`src/rtl/mlp_neuron_sequencer.sv`:
```
// ============================================================================
// Module   : mlp_neuron_sequencer
// Purpose  : Runs one neuron MAC datapath through NUM_LAYERS passes per job,
//            capturing the neuron output at the end of every pass.
// Revision : 1.0 - initial release
// ============================================================================
`default_nettype none

module mlp_neuron_sequencer #(
  parameter int NEURON_WIDTH = 3,
  parameter int PIPE_LAT     = 3,
  parameter int NUM_LAYERS   = 2,
  parameter int LAYER_BITS   = 1,
  parameter int OUT_BITS     = 24
) (
  input  logic                       clk,
  input  logic                       rstn,
  input  logic                       start,
  input  logic                       abort,
  input  logic [NUM_LAYERS-1:0]      act_cfg,
  output logic [31:0]                counter,
  output logic                       activation_function,
  output logic [LAYER_BITS-1:0]      layer_idx,
  input  logic signed [OUT_BITS-1:0] neuron_out,
  output logic signed [OUT_BITS-1:0] result,
  output logic [LAYER_BITS-1:0]      result_layer,
  output logic                       result_valid,
  output logic                       busy,
  output logic                       done
);

  localparam int c_LAST     = NEURON_WIDTH + PIPE_LAT;
  localparam int c_CNT_BITS = (c_LAST < 1) ? 1 : $clog2(c_LAST + 1);

  typedef enum logic [0:0] {
    S_IDLE = 1'b0,
    S_RUN  = 1'b1
  } state_t;

  state_t                  r_state, w_state_nxt;
  logic [c_CNT_BITS-1:0]   r_cnt, w_cnt_nxt;
  logic [LAYER_BITS-1:0]   r_layer, w_layer_nxt, w_layer_inc;
  logic [NUM_LAYERS-1:0]   r_snap, w_snap_nxt;
  logic                    r_act, w_act_nxt;
  logic                    r_busy, w_busy_nxt;
  logic                    r_done, w_done_nxt;
  logic                    r_rv, w_rv_nxt;
  logic                    w_capture;
  logic signed [OUT_BITS-1:0] r_result;
  logic [LAYER_BITS-1:0]   r_result_layer;

  assign w_layer_inc = r_layer + LAYER_BITS'(1);

  always_ff @(posedge clk or negedge rstn) begin
    if (!rstn) begin
      r_state        <= S_IDLE;
      r_cnt          <= '0;
      r_layer        <= '0;
      r_snap         <= '0;
      r_act          <= 1'b0;
      r_busy         <= 1'b0;
      r_done         <= 1'b0;
      r_rv           <= 1'b0;
      r_result       <= '0;
      r_result_layer <= '0;
    end else begin
      r_state <= w_state_nxt;
      r_cnt   <= w_cnt_nxt;
      r_layer <= w_layer_nxt;
      r_snap  <= w_snap_nxt;
      r_act   <= w_act_nxt;
      r_busy  <= w_busy_nxt;
      r_done  <= w_done_nxt;
      r_rv    <= w_rv_nxt;
      if (w_capture) begin
        r_result       <= neuron_out;
        r_result_layer <= r_layer;
      end
    end
  end

  always_comb begin
    w_state_nxt = r_state;
    w_cnt_nxt   = r_cnt;
    w_layer_nxt = r_layer;
    w_snap_nxt  = r_snap;
    w_act_nxt   = r_act;
    w_busy_nxt  = r_busy;
    w_done_nxt  = 1'b0;
    w_rv_nxt    = 1'b0;
    w_capture   = 1'b0;
    case (r_state)
      S_IDLE: begin
        w_cnt_nxt   = '0;
        w_layer_nxt = '0;
        w_busy_nxt  = 1'b0;
        if (start && !abort) begin
          w_snap_nxt  = act_cfg;
          w_act_nxt   = act_cfg[0];
          w_busy_nxt  = 1'b1;
          w_state_nxt = S_RUN;
        end
      end
      S_RUN: begin
        // Abort wins even on the capture edge: nothing is reported.
        if (abort) begin
          w_state_nxt = S_IDLE;
          w_cnt_nxt   = '0;
          w_layer_nxt = '0;
          w_busy_nxt  = 1'b0;
        end else if (r_cnt < c_CNT_BITS'(c_LAST)) begin
          w_cnt_nxt = r_cnt + c_CNT_BITS'(1);
        end else begin
          w_capture = 1'b1;
          w_rv_nxt  = 1'b1;
          w_cnt_nxt = '0;
          if (r_layer < LAYER_BITS'(NUM_LAYERS - 1)) begin
            w_layer_nxt = w_layer_inc;
            w_act_nxt   = r_snap[w_layer_inc];
          end else begin
            w_layer_nxt = '0;
            w_done_nxt  = 1'b1;
            w_busy_nxt  = 1'b0;
            w_state_nxt = S_IDLE;
          end
        end
      end
      default: begin
        w_state_nxt = S_IDLE;
      end
    endcase
  end

  assign counter             = 32'(r_cnt);
  assign activation_function = r_act;
  assign layer_idx           = r_layer;
  assign result              = r_result;
  assign result_layer        = r_result_layer;
  assign result_valid        = r_rv;
  assign busy                = r_busy;
  assign done                = r_done;

endmodule

`default_nettype wire

```
`config.mk`:
```
export PLATFORM = sky130hd
export DESIGN_NAME = mlp_neuron_sequencer
export DESIGN_NICKNAME = d
export VERILOG_FILES = /design/src/rtl/mlp_neuron_sequencer.sv
export SDC_FILE = /design/constraint.sdc
export NUM_CORES = 1
export LEC_CHECK = 0
export CAP_MARGIN = 5
export CORE_MARGIN = 2
export CORE_UTILIZATION = 50
export DETAILED_ROUTE_END_ITERATION = 16
export DONT_BUFFER_PORTS = 1
export PLACE_DENSITY = 0.67
export SLEW_MARGIN = 20
export SYNTH_ARGS = -nofsm -noshare
export SYNTH_HDL_FRONTEND = slang
export SYNTH_SLANG_ARGS = --single-unit
```
`constraint.sdc`:
```
create_clock -name clk -period 1.4 [get_ports clk]
set_clock_uncertainty 0.15 [all_clocks]
set_input_delay 0.28 -clock clk [delete_from_list [all_inputs] [get_ports clk]]
set_output_delay 0.28 -clock clk [all_outputs]
set_load 0.01 [all_outputs]
```
# After elaboration in Yosys (flattened, before gate mapping)
# Cells that the tools add are included.
# classes
add_sub_neg	2
order_cmp	3
eq_ne	6
muxes	30
bitwise_logic	1
reduce_logical	5
# ops
operator	n
2-to-1 mux 1 bit	23
one-hot mux 1 bit (2 select lines)	4
2-to-1 mux 3 bit	2
inequality test 2 bit, second input constant	3
inequality test 3 bit, second input constant	2
one-hot mux 3 bit (2 select lines)	1
AND reduction 2 bit	2
AND reduction 4 bit	1
adder 3 x 1 -> 3 bit, second input constant	1
< comparator 3 bit, second input constant	1
< comparator 1 x 2 -> 1 bit, second input constant	1
inequality test 2 x 1 -> 1 bit, second input constant	1
adder 1 bit, second input constant	1
logical AND 1 bit	1
logical NOT 1 bit	1
< comparator 1 bit, second input constant	1
NOT 1 bit	1
# totals
reg_bits	36
input_bits	30
output_inout_bits	62
wordCells	57

# Logic depth before layout (Yosys ltp)
# Gate-level depths: netlist of the first run.
# logic_depth
depth_word	7
mapped_depth	5
ltp_nobuf	4

# Worst setup path after synthesis of the first run
# Ideal clock, no wire load.
# synth_timing
path_type	register to register
from	reg r_cnt[1]
to	reg r_result[0] (netlist: result[0])
setup_ns	0.125
arrival_time_ns	1.185
t_required_ns	1.125
setup_slack_ns	-0.060
path_stages_with_launch	4
path_buffers	1
synth_period_minus_slack_ns	1.460
cell_sequence	dfrtp_1 nand4b_4 buf_6 mux2_4
# synth_between
elab_chain_cells	4
# synth_rtl
element	line	text
start: declaration	41	logic [c_CNT_BITS-1:0] r_cnt, w_cnt_nxt;
start signal: assignment	68	r_cnt <= w_cnt_nxt;
< comparator 3 bit	111	end else if (r_cnt < c_CNT_BITS'(c_LAST)) begin
2-to-1 mux 1 bit	111	
2-to-1 mux 1 bit	106	if (abort) begin
2-to-1 mux 1 bit	92	case (r_state)
end signal: assignment	76	r_result <= neuron_out;
end: declaration	49	logic signed [OUT_BITS-1:0] r_result;
# Every way passes these cells.
# A chain may end at the register's enable or synchronous reset.

# Worst setup path after layout of the first run
# layout_timing
from	reg r_state
to	reg r_result[19] (netlist: result[19])
# layout_between
elab_chain_cells	1
# layout_rtl
element	line	text
start: declaration	40	state_t r_state, w_state_nxt;
start signal: assignment	67	r_state <= w_state_nxt;
2-to-1 mux 1 bit	92	
# Every way passes these cells.

==> results of run 1 <==
## cells in the mapped netlist (all sizes together)
master	count	area share
nand2	2	0.0044
and4b	1	0.0059
dfrtp	36	0.53
mux2	27	0.22
nor3b	1	0.0044
a21o	1	0.0044
nand4b	2	0.019
inv	2	0.0044
nor2	6	0.013
mux2i	2	0.012
conb	1	0.0022
ha	1	0.0074
nand3	2	0.0059
nand2b	2	0.0074
buf	32	0.14
a21oi	4	0.012
xnor2	1	0.0052
## path summary, 6_finish.rpt
path / slack, ns / to
max in group asynchronous: 0.66 / r_cnt[2]$_DFF_PN0_
setup / recovery: 0.02 / result[19]$_DFFE_PN0P_
setup reg to reg: 0.02 / result[19]$_DFFE_PN0P_
min in group asynchronous: 0.25 / result[3]$_DFFE_PN0P_
hold / removal: 0.03 / layer_idx$_DFFE_PN0P_
hold reg to reg: 0.37 / r_snap[0]$_DFFE_PN0P_
## per-layer routing
layer	GRT usage	vias up	part of all wire
met5	0	-	0
met3	0.0525	5	0.066
li1	-	434	-
met2	0.291	50	0.55
met1	0.190	472	0.37
met4	0.0778	0	0.015
## worst max-delay path: stages, from the launching register on
cell       delay (ns)
dfrtp_2          0.44
nand4b_4         0.17
clkbuf_16        0.21
mux2_4           0.30
## cell families (layout without fill, tap and decap cells)
kind of cell,count (synthesis),in the layout
flip-flops,36,36
adder cells (fa/ha/maj),1,1
AO/OA/AOI/OAI,5,5
XOR/XNOR,1,1
buffers and inverters,34,48
other,1,29
AND/OR/NAND/NOR,16,16
multiplexers,29,29
## cells in the final DEF (no fill, tap or decap)
master | netlist | routed
buf_4 | 29 | 3
mux2_4 | 17 | 20
clkinvlp_4 | 0 | 1
nand4b_1 | 1 | 1
dfrtp_1 | 36 | 33
nand2b_1 | 2 | 1
ha_1 | 1 | 1
a21o_1 | 1 | 1
xnor2_1 | 1 | 1
conb_1 | 1 | 29
buf_12 | 0 | 2
a21oi_1 | 4 | 3
inv_1 | 2 | 2
mux2_2 | 10 | 7
nand2_1 | 2 | 2
nand2b_4 | 0 | 1
mux2i_1 | 2 | 2
clkbuf_4 | 0 | 5
bufinv_16 | 0 | 1
nand3_1 | 2 | 2
clkbuf_16 | 0 | 1
nor2_4 | 0 | 1
dfrtp_2 | 0 | 3
a21oi_2 | 0 | 1
and4b_1 | 1 | 1
buf_6 | 2 | 3
clkinv_2 | 0 | 1
dlygate4sd3_1 | 0 | 29
nor3b_1 | 1 | 1
nand4b_4 | 1 | 1
nor2_1 | 6 | 5
## final cells by class
cell class,count,share of cell area
Inverter,2,0.00351
Clock inverter,3,0.0199
Multi-Input combinational cell,81,0.317
Clock buffer,5,0.0175
Timing Repair Buffer,38,0.192
Sequential cell,36,0.423
Tap cell,46,0.0269
## repair_timing
action / 4_1_cts / 5_1_grt
pin swaps: 0 / 1
gates cloned: 0 / 1
hold buffers: 30 / 0
endpoints found under the hold margin: 65 / 0
endpoints found under the setup margin: 26 / 10
setup buffers: 1 / 1
gates resized for setup: 1 / 8
## where the power goes
group | total [mW] | internal, mW | switching [mW]
logic | 0.192 | 0.0997 | 0.0926
registers | 1.09 | 1.07 | 0.0245
clock network | 0.711 | 0.372 | 0.339
## per-stage QoR
step | total power [mW] | TNS (ns) | util
6_report | 1.99 | 0 | 0.651
2_1_floorplan | 1.25 | 0 | -
4_1_cts | 2.00 | 0 | 0.632
3_3_place_gp | 1.19 | -0.148 | 0.510
3_5_place_dp | 1.20 | -0.819 | 0.510
5_1_grt | 2.11 | -0.0603 | 0.651
==> results.cfg, run 1 <==
[power_and_ir_drop]
p_leak_nw = 1.14
peakVddDrop_v = 0.000665
power_density_nw_per_um2 = 932

[global_route]
gr-total-overflow = 0
grt.total_usage = 0.168
antenna_found_initial = 0
grt_max_degree = 37
grt_pass1_vias = 992
grt_pass1_wl_mm = 5.07

[cts]
cts.sinks = 36
cts-root-buf = clkbuf_4
tritoncts = built
clockBufferDepth = 2
clkLatencyLatePin_ns = 0.32
cts_buffers = 5
cts.clk_slew.worst_paths_ns = 0.11
htreeDepth = 2

[worst_setup_path]
arrival_ns = 1.46
rr_startpoint = r_state$_DFF_PN0_
crit_type = reg -> reg
rr_worst_depth = 3
path_max_fanout = 10
cp-start-kind = register
crit_start = r_state$_DFF_PN0_
worstPathRequired_ns = 1.48
critical_path.endpoint_type = register

[layout]
drive_gt1_frac = 0.309
design_area_um2 = 2140
largest_reg_flops = 24
register_area_um2 = 905
antennaDiodeCount = 0
multi_input_comb_area_um2 = 678
nNetsFinal = 195
n_fill_cell = 261
area_growth_pct = 26.1
layout.cells.non_filler = 211

[outcome]
status = complete, no violations

[placed_design]
io_buffers = 0
dp_hpwl_mm = 2.03
dpl_cell_area_um2 = 1680
place_ws_ns = -0.0468
dpl.cell_count = 170
place_congestion = 0.847

[floorplan]
core-area_um2 = 3280
io_pins = 92
row_count = 21
start_util = 0.517
die_h_um = 62.3
dieArea_um2 = 3880
fp.dieW_um = 62.3

[synth]
netlist_instances = 123
ys_ff_latch = 36
synth_fa_ha_area_frac = 0.00737
yosys.area_share.xor_xnor = 0.00516
ys_types = 21
yosysSeqAreaShare = 0.531
synthMuxAreaShare = 0.229
yosysWarningCount = 0
synth-compound-area-share = 0.0162
syn_area_per_cell_um2 = 13.8
synthSimpleGateAreaFrac = 0.0605
synth_top_family_by_area = multiplexers
synth_area_um2 = 1700

[detailed_routing]
post-route-drc-count = 0
postRouteAntennaNets = 0
drtPass1Iterations = 4
via_per_inst = 4.55
vias = 961
wl_per_cell_um = 15.0
wirelength_mm = 3.16
initialDrtViolationCount = 13

[sta]
holdWs_ns = 0.0302
maxSlewViolCount = 0
fin_ws_ns = 0.0179
period_minus_slack_ns = 1.38
rsz0062_at_grt = yes
max_freq_ghz = 0.724
period_share = 0.987
setup_viol = 0
hold_viol = 0

[hold_path]
hold_start = abort
hold_depth = 2
min_path_type = in -> reg

[job]
cap_viol_max_count = 0
Note: power is estimated with default switching activity, not from simulation.
==> inputs of run 2 (changes only) <==
--- a/config.mk
+++ b/config.mk
@@ -10,2 +10,3 @@
 export CORE_UTILIZATION = 50
+export CTS_CLUSTER_DIAMETER = 60
 export DETAILED_ROUTE_END_ITERATION = 16
==> constraint.sdc (replaced) <==
create_clock -name clk -period 1.4 [get_ports clk]
set_clock_uncertainty 0.15 [all_clocks]
set_input_delay 0.14 -clock clk [delete_from_list [all_inputs] [get_ports clk]]
set_output_delay 0.14 -clock clk [all_outputs]
set_load 0.01 [all_outputs]
==> results.cfg, run 2 (synthesis results as in run 1) <==
[outcome]
status = complete, no violations

[sta]
maxSlewViolCount = 0
rsz0062_at_grt = yes
holdWs_ns = 0.0543
fin_tns_setup_ns = 0
period_minus_slack_ns = 1.37
hold_viol = 0
max_freq_ghz = 0.728
fin_ws_ns = 0.0267
setup_viol = 0
period_share = 0.981

[cts]
htreeDepth = 2
cts.clk_slew.worst_paths_ns = 0.12
cts-root-buf = clkbuf_4
clockBufferDepth = 2
clkLatencyLatePin_ns = 0.33
tritoncts = built
cts.sinks = 36
cts_buffers = 5

[worst_setup_path]
crit_cells = 3
rrSetupSlack_ns = 0.03
path_cells = nand4b_4 > clkbuf_16 > mux2_4
path_max_fanout = 10
path_buf_inv = 1
crit_start = r_state$_DFF_PN0_
arrival_ns = 1.45
critical_path.endpoint_type = register
regToRegEndpoint = result[8]$_DFFE_PN0P_
rr_startpoint = r_state$_DFF_PN0_
critPathMaxStageDelay_ns = 0.44
path_delay_family = flip-flops
worstPathRequired_ns = 1.48
critPathCapture = result[8]$_DFFE_PN0P_
crit_slowest_cell = dfrtp_2
crit_type = reg -> reg
cp-start-kind = register
rr_worst_depth = 3

[layout]
nNetsFinal = 195
drive_gt1_frac = 0.309
area_growth_pct = 25.4
design_area_um2 = 2130
layout_commonest_cell = dfrtp_1
largest_reg_flops = 24
antennaDiodeCount = 0
final_cell_mix = 33 x dfrtp_1, 29 x conb_1, 29 x dlygate4sd3_1, 19 x mux2_4, 8 x mux2_2

[job]
cap_viol_max_count = 0

[detailed_routing]
vias = 975
wl_per_cell_um = 15.3
via_per_inst = 4.62
drtPass1Iterations = 4
initialDrtViolationCount = 25
post-route-drc-count = 0
wirelength_mm = 3.23
postRouteAntennaNets = 0

[floorplan]
dieArea_um2 = 3880
start_util = 0.517
core-area_um2 = 3280
row_count = 21
io_pins = 92
die_h_um = 62.3
fp.dieW_um = 62.3

[global_route]
grt_max_degree = 37
grt_pass1_vias = 986
grt_pass1_wl_mm = 4.95
grt.total_usage = 0.164
antenna_found_initial = 0
gr-total-overflow = 0

[placed_design]
dpl_cell_area_um2 = 1680
dp_hpwl_mm = 2.03
place_ws_ns = -0.0468
io_buffers = 0
place_congestion = 0.847

[power_and_ir_drop]
peakVddDrop_v = 0.000677
power_mw = 2.00
power_density_nw_per_um2 = 942
p_leak_nw = 1.14

[hold_path]
min_path_type = in -> reg
[run 2: changes by cell type in the layout (fill, tap and decap cells not counted)]
cell | before | now
mux2_2 | 7 | 8
buf_6 | 3 | 1
buf_4 | 3 | 5
mux2_4 | 20 | 19
[run 2: through the flow]
| step | cells | util |
|---|---|---|
| after floorplan | 151 | - |
| after global placement | 170 | 0.510 |
| after detailed placement | 170 | 0.510 |
| after CTS | 207 | 0.626 |
| after global routing | 211 | 0.648 |
| final | 211 | 0.648 |
[run 2: layout make-up]
class                      instances  area, um^2
fill                             262        1160
sequential                        36         905
clock inverter                     3        42.5
clock buffer                       5        37.5
multi-input combinational         81         674
inverter                           2        7.51
timing repair buffer              38         404
tap                               46        57.6
[run 2: how the worst min path moves through the flow]
stage                                            endpoint  startpoint  slack (ns)  cells after the start
after detailed placement               r_cnt[2]$_DFF_PN0_        rstn       -0.30                      0
after global placement                 r_cnt[2]$_DFF_PN0_        rstn       -0.30                      0
after global routing               result_valid$_DFF_PN0_       abort        0.05                      3
after CTS                               r_state$_DFF_PN0_       abort       -0.31                      1
final                              result_valid$_DFF_PN0_       abort        0.05                      3
after floorplan           activation_function$_DFFE_PN0P_        rstn       -0.31                      0
[run 2: timing repair]
action                                 CTS  global route
resized for setup                        1             5
buffers inserted                         1             1
endpoints found under the hold margin   69             9
gates cloned                             0             1
setup endpoints to repair               26             7
hold buffers                            28             2
[run 2: report_power, final]
part	internal [mW]	leakage (nW)	switching [mW]
logic	0.0993	0.615	0.0965
registers	1.07	0.489	0.0249
clock network	0.372	0.0412	0.346
total	1.54	1.14	0.468
[run 2: metal layers]
metal	part of all wire	up-vias	GRT usage
met3	0.075	5	0.0543
met4	0.014	0	0.0806
li1	-	437	-
met5	0	-	0
met2	0.56	53	0.284
met1	0.35	480	0.181
[run 2: worst register-to-register path, cell delays in order (launching register included)]
cell and delay [ns]:
dfrtp_2 0.44, nand4b_4 0.17, clkbuf_16 0.22, mux2_4 0.30
==> inputs of run 3 (changes only) <==
==> constraint.sdc (replaced) <==
create_clock -name clk -period 1.4 [get_ports clk]
set_clock_uncertainty 0.15 [all_clocks]
set_input_delay 0.07 -clock clk [delete_from_list [all_inputs] [get_ports clk]]
set_output_delay 0.07 -clock clk [all_outputs]
set_load 0.01 [all_outputs]
==> results.cfg, run 3 (synthesis results as in run 1) <==
[worst_setup_path]
crit_start = r_state$_DFF_PN0_
worstPathRequired_ns = 1.48
arrival_ns = 1.45
rr_worst_depth = 3
crit_type = reg -> reg
critPathMaxStageDelay_ns = 0.44
path_max_fanout = 10
cp-start-kind = register
path_buf_inv = 1
path_cells = nand4b_4 > clkbuf_16 > mux2_4
crit_slowest_cell = dfrtp_2
path_delay_family = flip-flops
regToRegEndpoint = result[8]$_DFFE_PN0P_
rrSetupSlack_ns = 0.03
rr_startpoint = r_state$_DFF_PN0_
critical_path.endpoint_type = register

[sta]
holdWs_ns = -0.368
rsz0062_at_grt = yes
maxSlewViolCount = 0
period_share = 0.980
setup_viol = 0
hold_viol = 10
max_freq_ghz = 0.729
period_minus_slack_ns = 1.37
fin_tns_setup_ns = 0
fin_ws_ns = 0.0276

[global_route]
grt_pass1_wl_mm = 4.95
grt_pass1_vias = 986
grt.total_usage = 0.164
antenna_found_initial = 0
top_usage_layer = met2
use_met1 = 0.181
use_met3 = 0.0543
use_met2 = 0.284
grt_max_degree = 37
gr-total-overflow = 0

[hold_path]
hold_start = abort
hold_depth = 1
min_to = r_state$_DFF_PN0_
min_path_type = in -> reg

[layout]
layout.cells.non_filler = 209
layout_commonest_cell = dfrtp_1
drive_gt1_frac = 0.313
antennaDiodeCount = 0
area_growth_pct = 24.3
n_fill_cell = 261
nNetsFinal = 193
final_cell_mix = 33 x dfrtp_1, 29 x conb_1, 27 x dlygate4sd3_1, 19 x mux2_4, 8 x mux2_2
largest_reg_flops = 24
final_util = 0.642

[detailed_routing]
postRouteAntennaNets = 0
initialDrtViolationCount = 34
wirelength_mm = 3.16
via_per_inst = 4.61
drtPass1Iterations = 4
wl_per_cell_um = 15.1
vias = 964
post-route-drc-count = 0

[cts]
cts.sinks = 36
tritoncts = built
holdBufCountCts = 28
htreeDepth = 2
cts.clk_slew.worst_paths_ns = 0.12
cts_buffers = 5
clkLatencyLatePin_ns = 0.33
clockBufferDepth = 2
cts-root-buf = clkbuf_4

[floorplan]
fp.dieW_um = 62.3
row_count = 21
core-area_um2 = 3280
io_pins = 92
start_util = 0.517
dieArea_um2 = 3880
die_h_um = 62.3

[outcome]
status = complete, but fails checks
violations = negative hold slack

[placed_design]
io_buffers = 0
place_congestion = 0.847
dpl.cell_count = 170
dp_hpwl_mm = 2.03
place_ws_ns = -0.0468

[power_and_ir_drop]
peakVddDrop_v = 0.000677
power_density_nw_per_um2 = 946
p_leak_nw = 1.14

[job]
cap_viol_max_count = 0
==> run 3: cell count changes in the layout (fill, tap and decap cells not counted), sizes merged <==
cell         previous run  this run
dlygate4sd3            29        27
==> run 3: area by class of cell <==
class                           instances  area, um^2  share of cell area
Clock buffer                            5        37.5              0.0178
Multi-Input combinational cell         81         674               0.320
Timing Repair Buffer                   36         384               0.182
Sequential cell                        36         905               0.429
Clock inverter                          3        42.5              0.0202
Inverter                                2        7.51             0.00356
Tap cell                               46        57.6              0.0273
==> run 3: worst reg2reg max path, cell delays in order (launching register included) <==
cell and delay [ns]:
dfrtp_2 0.44, nand4b_4 0.17, clkbuf_16 0.22, mux2_4 0.30
==> run 3: metal layers <==
layer  vias up  share of wire
met5         -              0
met4         0          0.015
met3         5          0.076
met2        53           0.55
met1       473           0.36
li1        433              -
==> run 3: per-stage QoR <==
stage / power (mW) / cell area, um^2
finish: 2.00 / 2110
floorplan: 1.25 / 1820
CTS: 2.00 / 2060
global route: 2.10 / 2110
detailed placement: 1.20 / 1680
global placement: 1.19 / 1680
==> run 3: what timing repair did <==
action / in CTS / in global routing
hold endpoints to repair: 70 / 10
endpoints found under the setup margin: 26 / 7
setup buffers: 1 / 1
gates cloned: 0 / 1
gates resized for setup: 1 / 5
==> run 3: power by group <==
group          total, mW  internal [mW]  switching, mW  leakage [nW]
sequential          1.09           1.07         0.0246         0.489
clock              0.718          0.372          0.346        0.0412
combinational      0.188         0.0958         0.0917         0.606
==> run 3: worst max-delay path by stage <==
stage,end,slack [ns],cells past startpoint
floorplan,result[0]$_DFFE_PN0P_,0.01,3
global placement,result[3]$_DFFE_PN0P_,-0.01,3
detailed placement,result[19]$_DFFE_PN0P_,-0.05,3
CTS,result[16]$_DFFE_PN0P_,0.01,3
global route,activation_function$_DFFE_PN0P_,-0.01,4
finish,result[8]$_DFFE_PN0P_,0.03,3
